--- src/rtl/regfile_cmd_master.sv ---
// Command-driven initiator for a small register file. Accepts WRITE, READ,
// ADD and XOR commands on a valid/ready channel. It runs one write, or a
// read followed by a write for the read-modify-write commands. It then
// returns exactly one response per accepted command.
module regfile_cmd_master #(
  parameter int NUM_REGS = 8,
  parameter int DATA_W   = 16,
  parameter int ADDR_W   = 3
) (
  input  logic              clk,
  input  logic              rst,
  input  logic              cmd_valid,
  output logic              cmd_ready,
  input  logic [1:0]        cmd_op,
  input  logic [ADDR_W-1:0] cmd_addr,
  input  logic [DATA_W-1:0] cmd_data,
  output logic              rsp_valid,
  input  logic              rsp_ready,
  output logic [DATA_W-1:0] rsp_data,
  output logic              rsp_err,
  output logic              rf_wrEN,
  output logic              rf_rdEN,
  output logic [ADDR_W-1:0] rf_address,
  output logic [DATA_W-1:0] rf_wrData,
  input  logic [DATA_W-1:0] rf_rdData
);

  typedef enum logic [2:0] {IDLE, WR, RD_REQ, RD_WAIT, RSP} state_t;
  typedef enum logic [1:0] {OP_WRITE = 2'b00, OP_READ = 2'b01,
                            OP_ADD = 2'b10, OP_XOR = 2'b11} op_t;

  localparam logic [31:0] NUM_REGS_U = 32'(NUM_REGS);

  state_t              state, state_nxt;
  op_t                 op_q, op_nxt;
  logic [ADDR_W-1:0]   addr_q, addr_nxt;
  logic [DATA_W-1:0]   data_q, data_nxt;

  logic                wr_en_nxt, rd_en_nxt;
  logic [ADDR_W-1:0]   address_nxt;
  logic [DATA_W-1:0]   wr_data_nxt;
  logic                rsp_valid_nxt, rsp_err_nxt;
  logic [DATA_W-1:0]   rsp_data_nxt;
  logic                addr_oor;

  // Only IDLE takes a new command, so at most one command is in flight.
  assign cmd_ready = (state == IDLE);
  assign addr_oor  = (32'(cmd_addr) >= NUM_REGS_U);

  // Next state plus the next value of every registered output.
  // Each output is computed one edge early so that it is high exactly
  // during the state it belongs to.
  always_comb begin
    // NOTE: every signal written here gets a default first; a path that
    // skips an assignment would otherwise infer a latch.
    state_nxt     = state;
    op_nxt        = op_q;
    addr_nxt      = addr_q;
    data_nxt      = data_q;
    wr_en_nxt     = 1'b0;
    rd_en_nxt     = 1'b0;
    address_nxt   = rf_address;
    wr_data_nxt   = rf_wrData;
    rsp_valid_nxt = rsp_valid;
    rsp_data_nxt  = rsp_data;
    rsp_err_nxt   = rsp_err;

    case (state)
      IDLE: begin
        if (cmd_valid) begin
          op_nxt   = op_t'(cmd_op);
          addr_nxt = cmd_addr;
          data_nxt = cmd_data;
          if (addr_oor) begin
            // Bad address: answer at once and leave the register file alone.
            state_nxt     = RSP;
            rsp_valid_nxt = 1'b1;
            rsp_err_nxt   = 1'b1;
            rsp_data_nxt  = '0;
          end else if (op_t'(cmd_op) == OP_WRITE) begin
            state_nxt   = WR;
            wr_en_nxt   = 1'b1;
            address_nxt = cmd_addr;
            wr_data_nxt = cmd_data;
          end else begin
            state_nxt   = RD_REQ;
            rd_en_nxt   = 1'b1;
            address_nxt = cmd_addr;
          end
        end
      end

      RD_REQ: begin
        state_nxt = RD_WAIT;
      end

      RD_WAIT: begin
        // rf_rdData is valid now and is consumed in this cycle.
        if (op_q == OP_READ) begin
          state_nxt     = RSP;
          rsp_valid_nxt = 1'b1;
          rsp_err_nxt   = 1'b0;
          rsp_data_nxt  = rf_rdData;
        end else begin
          state_nxt   = WR;
          wr_en_nxt   = 1'b1;
          address_nxt = addr_q;
          // The adder is DATA_W wide, so the carry out is discarded.
          wr_data_nxt = (op_q == OP_ADD) ? (rf_rdData + data_q)
                                         : (rf_rdData ^ data_q);
        end
      end

      WR: begin
        state_nxt     = RSP;
        rsp_valid_nxt = 1'b1;
        rsp_err_nxt   = 1'b0;
        rsp_data_nxt  = rf_wrData;
      end

      RSP: begin
        if (rsp_ready) begin
          state_nxt     = IDLE;
          rsp_valid_nxt = 1'b0;
        end
      end

      default: begin
        state_nxt = IDLE;
      end
    endcase
  end

  // State, latched command and registered outputs. Reset drops any in-flight
  // command with no response and no write.
  always_ff @(posedge clk or negedge rst) begin
    if (!rst) begin
      state      <= IDLE;
      op_q       <= OP_WRITE;
      addr_q     <= '0;
      data_q     <= '0;
      rf_wrEN    <= 1'b0;
      rf_rdEN    <= 1'b0;
      rf_address <= '0;
      rf_wrData  <= '0;
      rsp_valid  <= 1'b0;
      rsp_data   <= '0;
      rsp_err    <= 1'b0;
    end else begin
      // NOTE: sequential state uses non-blocking assignments so every
      // register here samples the values from before this edge.
      state      <= state_nxt;
      op_q       <= op_nxt;
      addr_q     <= addr_nxt;
      data_q     <= data_nxt;
      rf_wrEN    <= wr_en_nxt;
      rf_rdEN    <= rd_en_nxt;
      rf_address <= address_nxt;
      rf_wrData  <= wr_data_nxt;
      rsp_valid  <= rsp_valid_nxt;
      rsp_data   <= rsp_data_nxt;
      rsp_err    <= rsp_err_nxt;
    end
  end

endmodule

--- config.mk ---
export PLATFORM = sky130hd
export DESIGN_NAME = regfile_cmd_master
export DESIGN_NICKNAME = d
export VERILOG_FILES = /design/src/rtl/regfile_cmd_master.sv
export SDC_FILE = /design/constraint.sdc
export NUM_CORES = 1
export LEC_CHECK = 0
export ABC_AREA = 1
export CAP_MARGIN = 20
export CORE_MARGIN = 2
export CORE_UTILIZATION = 24
export DETAILED_ROUTE_END_ITERATION = 6
export PLACE_DENSITY = 0.46
export SYNTH_ARGS = -nofsm -noshare
export SYNTH_HDL_FRONTEND = slang
export SYNTH_SLANG_ARGS = --single-unit
--- constraint.sdc ---
create_clock -name clk -period 1.85 [get_ports clk]
set_input_delay 0.555 -clock clk [delete_from_list [all_inputs] [get_ports clk]]
set_output_delay 0.555 -clock clk [all_outputs]
set_load 0.01 [all_outputs]
Word level (Yosys, flattened, before mapping)

Cells that the tools add are included.

Flip-flop bits (word level): 63
Bits in latches: 0
Memory bits (writable): 0
ROM bits: 0
Input port bits: 41
Output and inout port bits: 40
Word-level logic and storage cells: 62
Memories: 0

Add/subtract/negate cells: 1
$mul: 0
Div/mod/pow operators: 0
Magnitude comparators: 0
Eq/ne operators: 11
Shift-type cells: 0
Multiplexer cells: 27
Bitwise logic cells: 1
Reductions and logical operators: 11

Operators with widths:

| operator                                                         | number |
|---|---|
| 16-bit 2-to-1 mux                                                | 5 |
| 16-bit case mux with 2 select lines                              | 2 |
| 16-bit adder                                                     | 1 |
| 16-bit bitwise XOR                                               | 1 |
| 3-bit 2-to-1 mux                                                 | 5 |
| 3-bit case mux with 5 select lines                               | 1 |
| 1-bit 2-to-1 mux                                                 | 9 |
| 2-bit != test (second input constant)                            | 4 |
| 3-bit by 2-bit == test with 1-bit output (second input constant) | 2 |
| 3-bit case mux with 2 select lines                               | 1 |
| 2-bit AND reduction                                              | 3 |
| 3-bit AND reduction                                              | 2 |
| 1-bit case mux with 2 select lines                               | 2 |
| 4-bit AND reduction                                              | 1 |
| 2-bit nonzero test                                               | 2 |
| 3-bit by 1-bit == test with 1-bit output (second input constant) | 1 |
| 3-bit == test (second input constant)                            | 1 |
| 3-bit logical NOT                                                | 1 |
| 1-bit case mux with 3 select lines                               | 1 |
| 3-bit nonzero test                                               | 1 |
| 2-bit by 1-bit == test with 1-bit output (second input constant) | 1 |
| 2-bit == test (second input constant)                            | 1 |
| 2-bit logical NOT                                                | 1 |
| 2-bit 2-to-1 mux                                                 | 1 |
| 2-bit by 1-bit != test with 1-bit output (second input constant) | 1 |

Logic depth before layout (Yosys ltp)

Depth in word-level cells: 4
Mapped depth: 13
Mapped depth without buffers: 13

Worst setup path after synthesis

No wires, ideal clock.

Path kind: input -> register
From: input port rf_rdData[0]
To: register rf_wrData[12]
Library setup time: 116 ps
Data arrival time: 1757 ps
Data required time: 1734 ps
Setup slack: -23 ps
Cell stages on the path: 12
Path buffers: 0
Cells stage by stage: ha_1 fa_1 nand3_1 nand3_1 nand3_1 nand2_1 nand2_1 nand2_1 nand2_1 nand3_1 nand2_1 nand2_1

Longest elaborated chain between the ends: 4

RTL lines:

| what                                | RTL line | text |
|---|---|---|
| start: declaration                  | 25       | `input logic [DATA_W-1:0] rf_rdData` |
| 16-bit adder                        | 109      | `wr_data_nxt = (op_q == OP_ADD) ? (rf_rdData + data_q)` |
| 16-bit 2-to-1 mux                   | 109      |  |
| 16-bit 2-to-1 mux                   | 99       | `if (op_q == OP_READ) begin` |
| 16-bit case mux with 2 select lines | 68       | `case (state)` |
| end signal: assignment              | 159      | `rf_wrData <= wr_data_nxt;` |
| end: declaration                    | 24       | `output logic [DATA_W-1:0] rf_wrData,` |

Every way passes these cells. The select of a mux whose other input is x is not followed.
A chain may end at the register's enable or synchronous reset.

Final worst setup path

From: register rf_wrData[10]
To: output port rf_wrData[10]

No word-level cell between the ends.

==> impl_metrics.csv <==
group,metric,value,unit
outcome,status,"complete, no violations",
global_routing,antenna_found_initial,0,
pwr,pwr-share-seq,26.9,%
critical_path,rr_startpoint,"data_q[2]",
synth,seq_area_frac_synth,41.53,%
critical_path,crit_arrival,1.26,ns
cells_and_area,syn_to_final_growth,51.07,%
timing,fin_skew,0.005009,ns
synth,synthFlopType,"dfrtp_1",
pwr,total_power,9.350,mW
pwr,p_int,5.662,mW
synth,yosys.area.top_type,"dfrtp_1",
critical_path,reg2reg_depth,10,
route,ant_nets,0,
synth,async_reset_ff_share,100.0,%
cts,clkSinkCount,62,
global_routing,gr-usage-met1,19.78,%
placement,place.gp.congestion,0.8427,
timing,rsz0062_at_grt,"true",
critical_path,crit_family,"buffers and inverters",
global_routing,grt_pass1_vias,3637,
global_routing,grt_pass1_wl,18.92,mm
placement,place_inst,809,
die,die_area,16580,µm²
critical_path,end_kind,"output pin",
synth,synth_nets,574,
pwr,pwr-share-comb,53.0,%
timing,max_freq,549.9,MHz
critical_path,required,1.29,ns
synth,synth_area_leaders,"dfrtp_1 (42%), nand2_1 (21%), inv_1 (5.8%)",
timing,finalCritPeriodShare,98.29,%
cts,numCtsBuffers,9,
die,die_w,128.8,µm
die,core-area,15200,µm²
critical_path,slowest_delay,0.55,ns
critical_path,path_class,"flop to output pin",
cts,cts_tree,"built",
cells_and_area,stdcell_count,830,
cts,htreeDepth,3,
die,die_y,128.8,µm
synth,netlist.area_leader.share,41.53,%
route,wl_per_cell,13.97,µm
pwr,p_switching,3.688,mW
cells_and_area,diodes,0,
critical_path,path_buf_inv,1,
cts,ctsRootBufferMaster,"clkbuf_16",
route,dr_total_vias,3688,
global_routing,grtUsageMet2,23.22,%
timing,whs,0.2048,ns
synth,netlist_area,3736,µm²
pwr,ir_worst_vdd,0.5472,mV
critical_path,cp_slowest_cell,"clkdlybuf4s50_1",
critical_path,r2r_slack,0.10,ns
cells_and_area,nets,694,
synth,yosys_warnings,0,
die,rows,45,
synth,synth_edf_count,0,
synth,yosysUniqueCellTypes,32,
synth,synth_seq_cells,62,
cells_and_area,final_common_cell,"nand2_1",
critical_path,crit-reg2reg-capture,"rf_wrData[13]",
pwr,power-per-cell-area,1657,nW/µm²
route,drc,0,
timing,period_minus_slack,1.818,ns
pwr,p_leak,2.808,nW
placement,port_buffers,79,
pwr,pwr-share-clk,20.1,%
route,drt-initial-drc-count,184,
synth,avgSynthCellArea,7.226,µm²
placement,dp_hpwl,8.485,mm
cells_and_area,mostFrequentLayoutCells,"nand2_1 (199), dfrtp_1 (62), inv_1 (58)",
pwr,switching_share,39.44,%
synth,synth_cells,517,
global_routing,busiest_layer,"met2",
global_routing,gr-total-overflow,0,
cells_and_area,fin_util,37.13,%
critical_path,start_kind,"flop",
die,initial_core_util,24.58,%
cts,clk-insertion-delay-late,0.33,ns
cts,postCtsHoldBufs,0,
cells_and_area,final_layout_size_suffix_gt1_share,19.31,%
timing,slew_viol_final,0,
global_routing,grt_max_degree,63,
cts,cts_max_path_buffers,2,
cts,cts.clk_slew.worst_paths,0.05,ns
global_routing,grt_use_met3,2.869,%
worst_hold_path,hp-class,"input port to asynchronous set/reset pin",
timing,hold_viol,0,
route,drt-pass1-iter-count,4,
placement,dpl_cell_area,5030,µm²
die,io_pins,81,
global_routing,track_usage,14.62,%
cells_and_area,final_area,5644,µm²
timing,finalSetupViolCount,0,
critical_path,crit_chain,"clkdlybuf4s50_1",
route,wl,11.59,mm
run,maxCapViolations,0,
critical_path,cp_max_fo,3,
route,viasPerCell,4.443,
-- how the worst max path moves through the flow --
| stage | cells past startpoint | startpoint | endpoint | slack (ns) |
|---|---|---|---|---|
| after floorplan | 12 | rf_rdData[0] | rf_wrData[12] | 0.03 |
| after global placement | 11 | rf_rdData[0] | rf_wrData[8] | -0.63 |
| final | 1 | rf_wrData[10] | rf_wrData[10] | 0.03 |
| after detailed placement | 11 | rf_rdData[0] | rf_wrData[8] | -0.66 |
| after CTS | 11 | rf_rdData[0] | rf_wrData[8] | -0.06 |
| after global routing | 10 | rf_rdData[12] | rf_wrData[15] | -0.02 |
-- synthesized netlist by cell type (2+ instances only) --
library cell / number
o21ai_0: 20
xor2_1: 5
inv_1: 58
inv_2: 3
buf_6: 3
nor2_1: 40
a21oi_2: 6
nand3_1: 26
clkbuf_1: 3
o211ai_1: 3
dfrtp_1: 62
buf_2: 8
and2_1: 3
buf_4: 5
a21oi_4: 2
nand2_1: 208
a31oi_1: 21
nor2_2: 2
a21oi_1: 12
ha_1: 15
-- sequential cells by signal, summed over array words and instances (netlist names), 2 cells and up --
name	flops
rsp_data	16
rf_wrData	16
rf_address	3
addr_q	3
state	3
op_q	2
data_q	16
-- power by group through the flow --
| stage | combinational, mW | sequential (mW) | clock, mW |
|---|---|---|---|
| 4_1_cts | 4.84 | 2.51 | 1.92 |
| 5_1_grt | 5.57 | 2.60 | 1.98 |
| 2_1_floorplan | 2.42 | 2.56 | 0 |
| 6_report | 4.95 | 2.51 | 1.88 |
| 3_5_place_dp | 4.59 | 2.48 | 0 |
| 3_3_place_gp | 4.57 | 2.45 | 0 |
-- final cells by class --
cell class | count | area [µm²]
inverter | 61 | 229.0
sequential | 62 | 1551
clock inverter | 5 | 81.33
clock buffer | 11 | 252.7
timing repair buffer | 128 | 1204
multi-input combinational | 375 | 2091
tap | 188 | 235.2
fill | 1572 | 9558
-- layer usage --
metal | wire length, µm | vias to the layer above
li1 | - | 1867
met1 | 5551 | 1739
met2 | 5456 | 72
met3 | 424 | 10
met4 | 160 | 0
met5 | 0 | -
-- kinds of logic after synthesis --
group                      after synthesis  synth area share, %
buffers and inverters                   80                9.411
other                                    1               0.1004
and+or+nand+nor                        286                30.91
adders and majority gates               16                5.559
AOI/OAI and AO/OA                       66                11.09
xor gates and xnor gates                 6                1.407
DFF                                     62                41.53
-- metrics by stage --
stage | setup TNS (ns) | worst slack (ns)
2_1_floorplan | 0 | 0.02785
3_3_place_gp | -8.678 | -0.6342
3_5_place_dp | -9.109 | -0.6550
4_1_cts | -0.05664 | -0.05664
5_1_grt | -0.03302 | -0.01758
6_report | 0 | 0.03156
-- timing repair --
action                     4_1_cts  5_1_grt
gates resized for setup         39       31
setup endpoints to repair       19       19
hold endpoints to repair         0        0
cloned                           0        0
buffers inserted                 3        2
pin swaps                        7       11
Power figures use the tool's default switching activity.
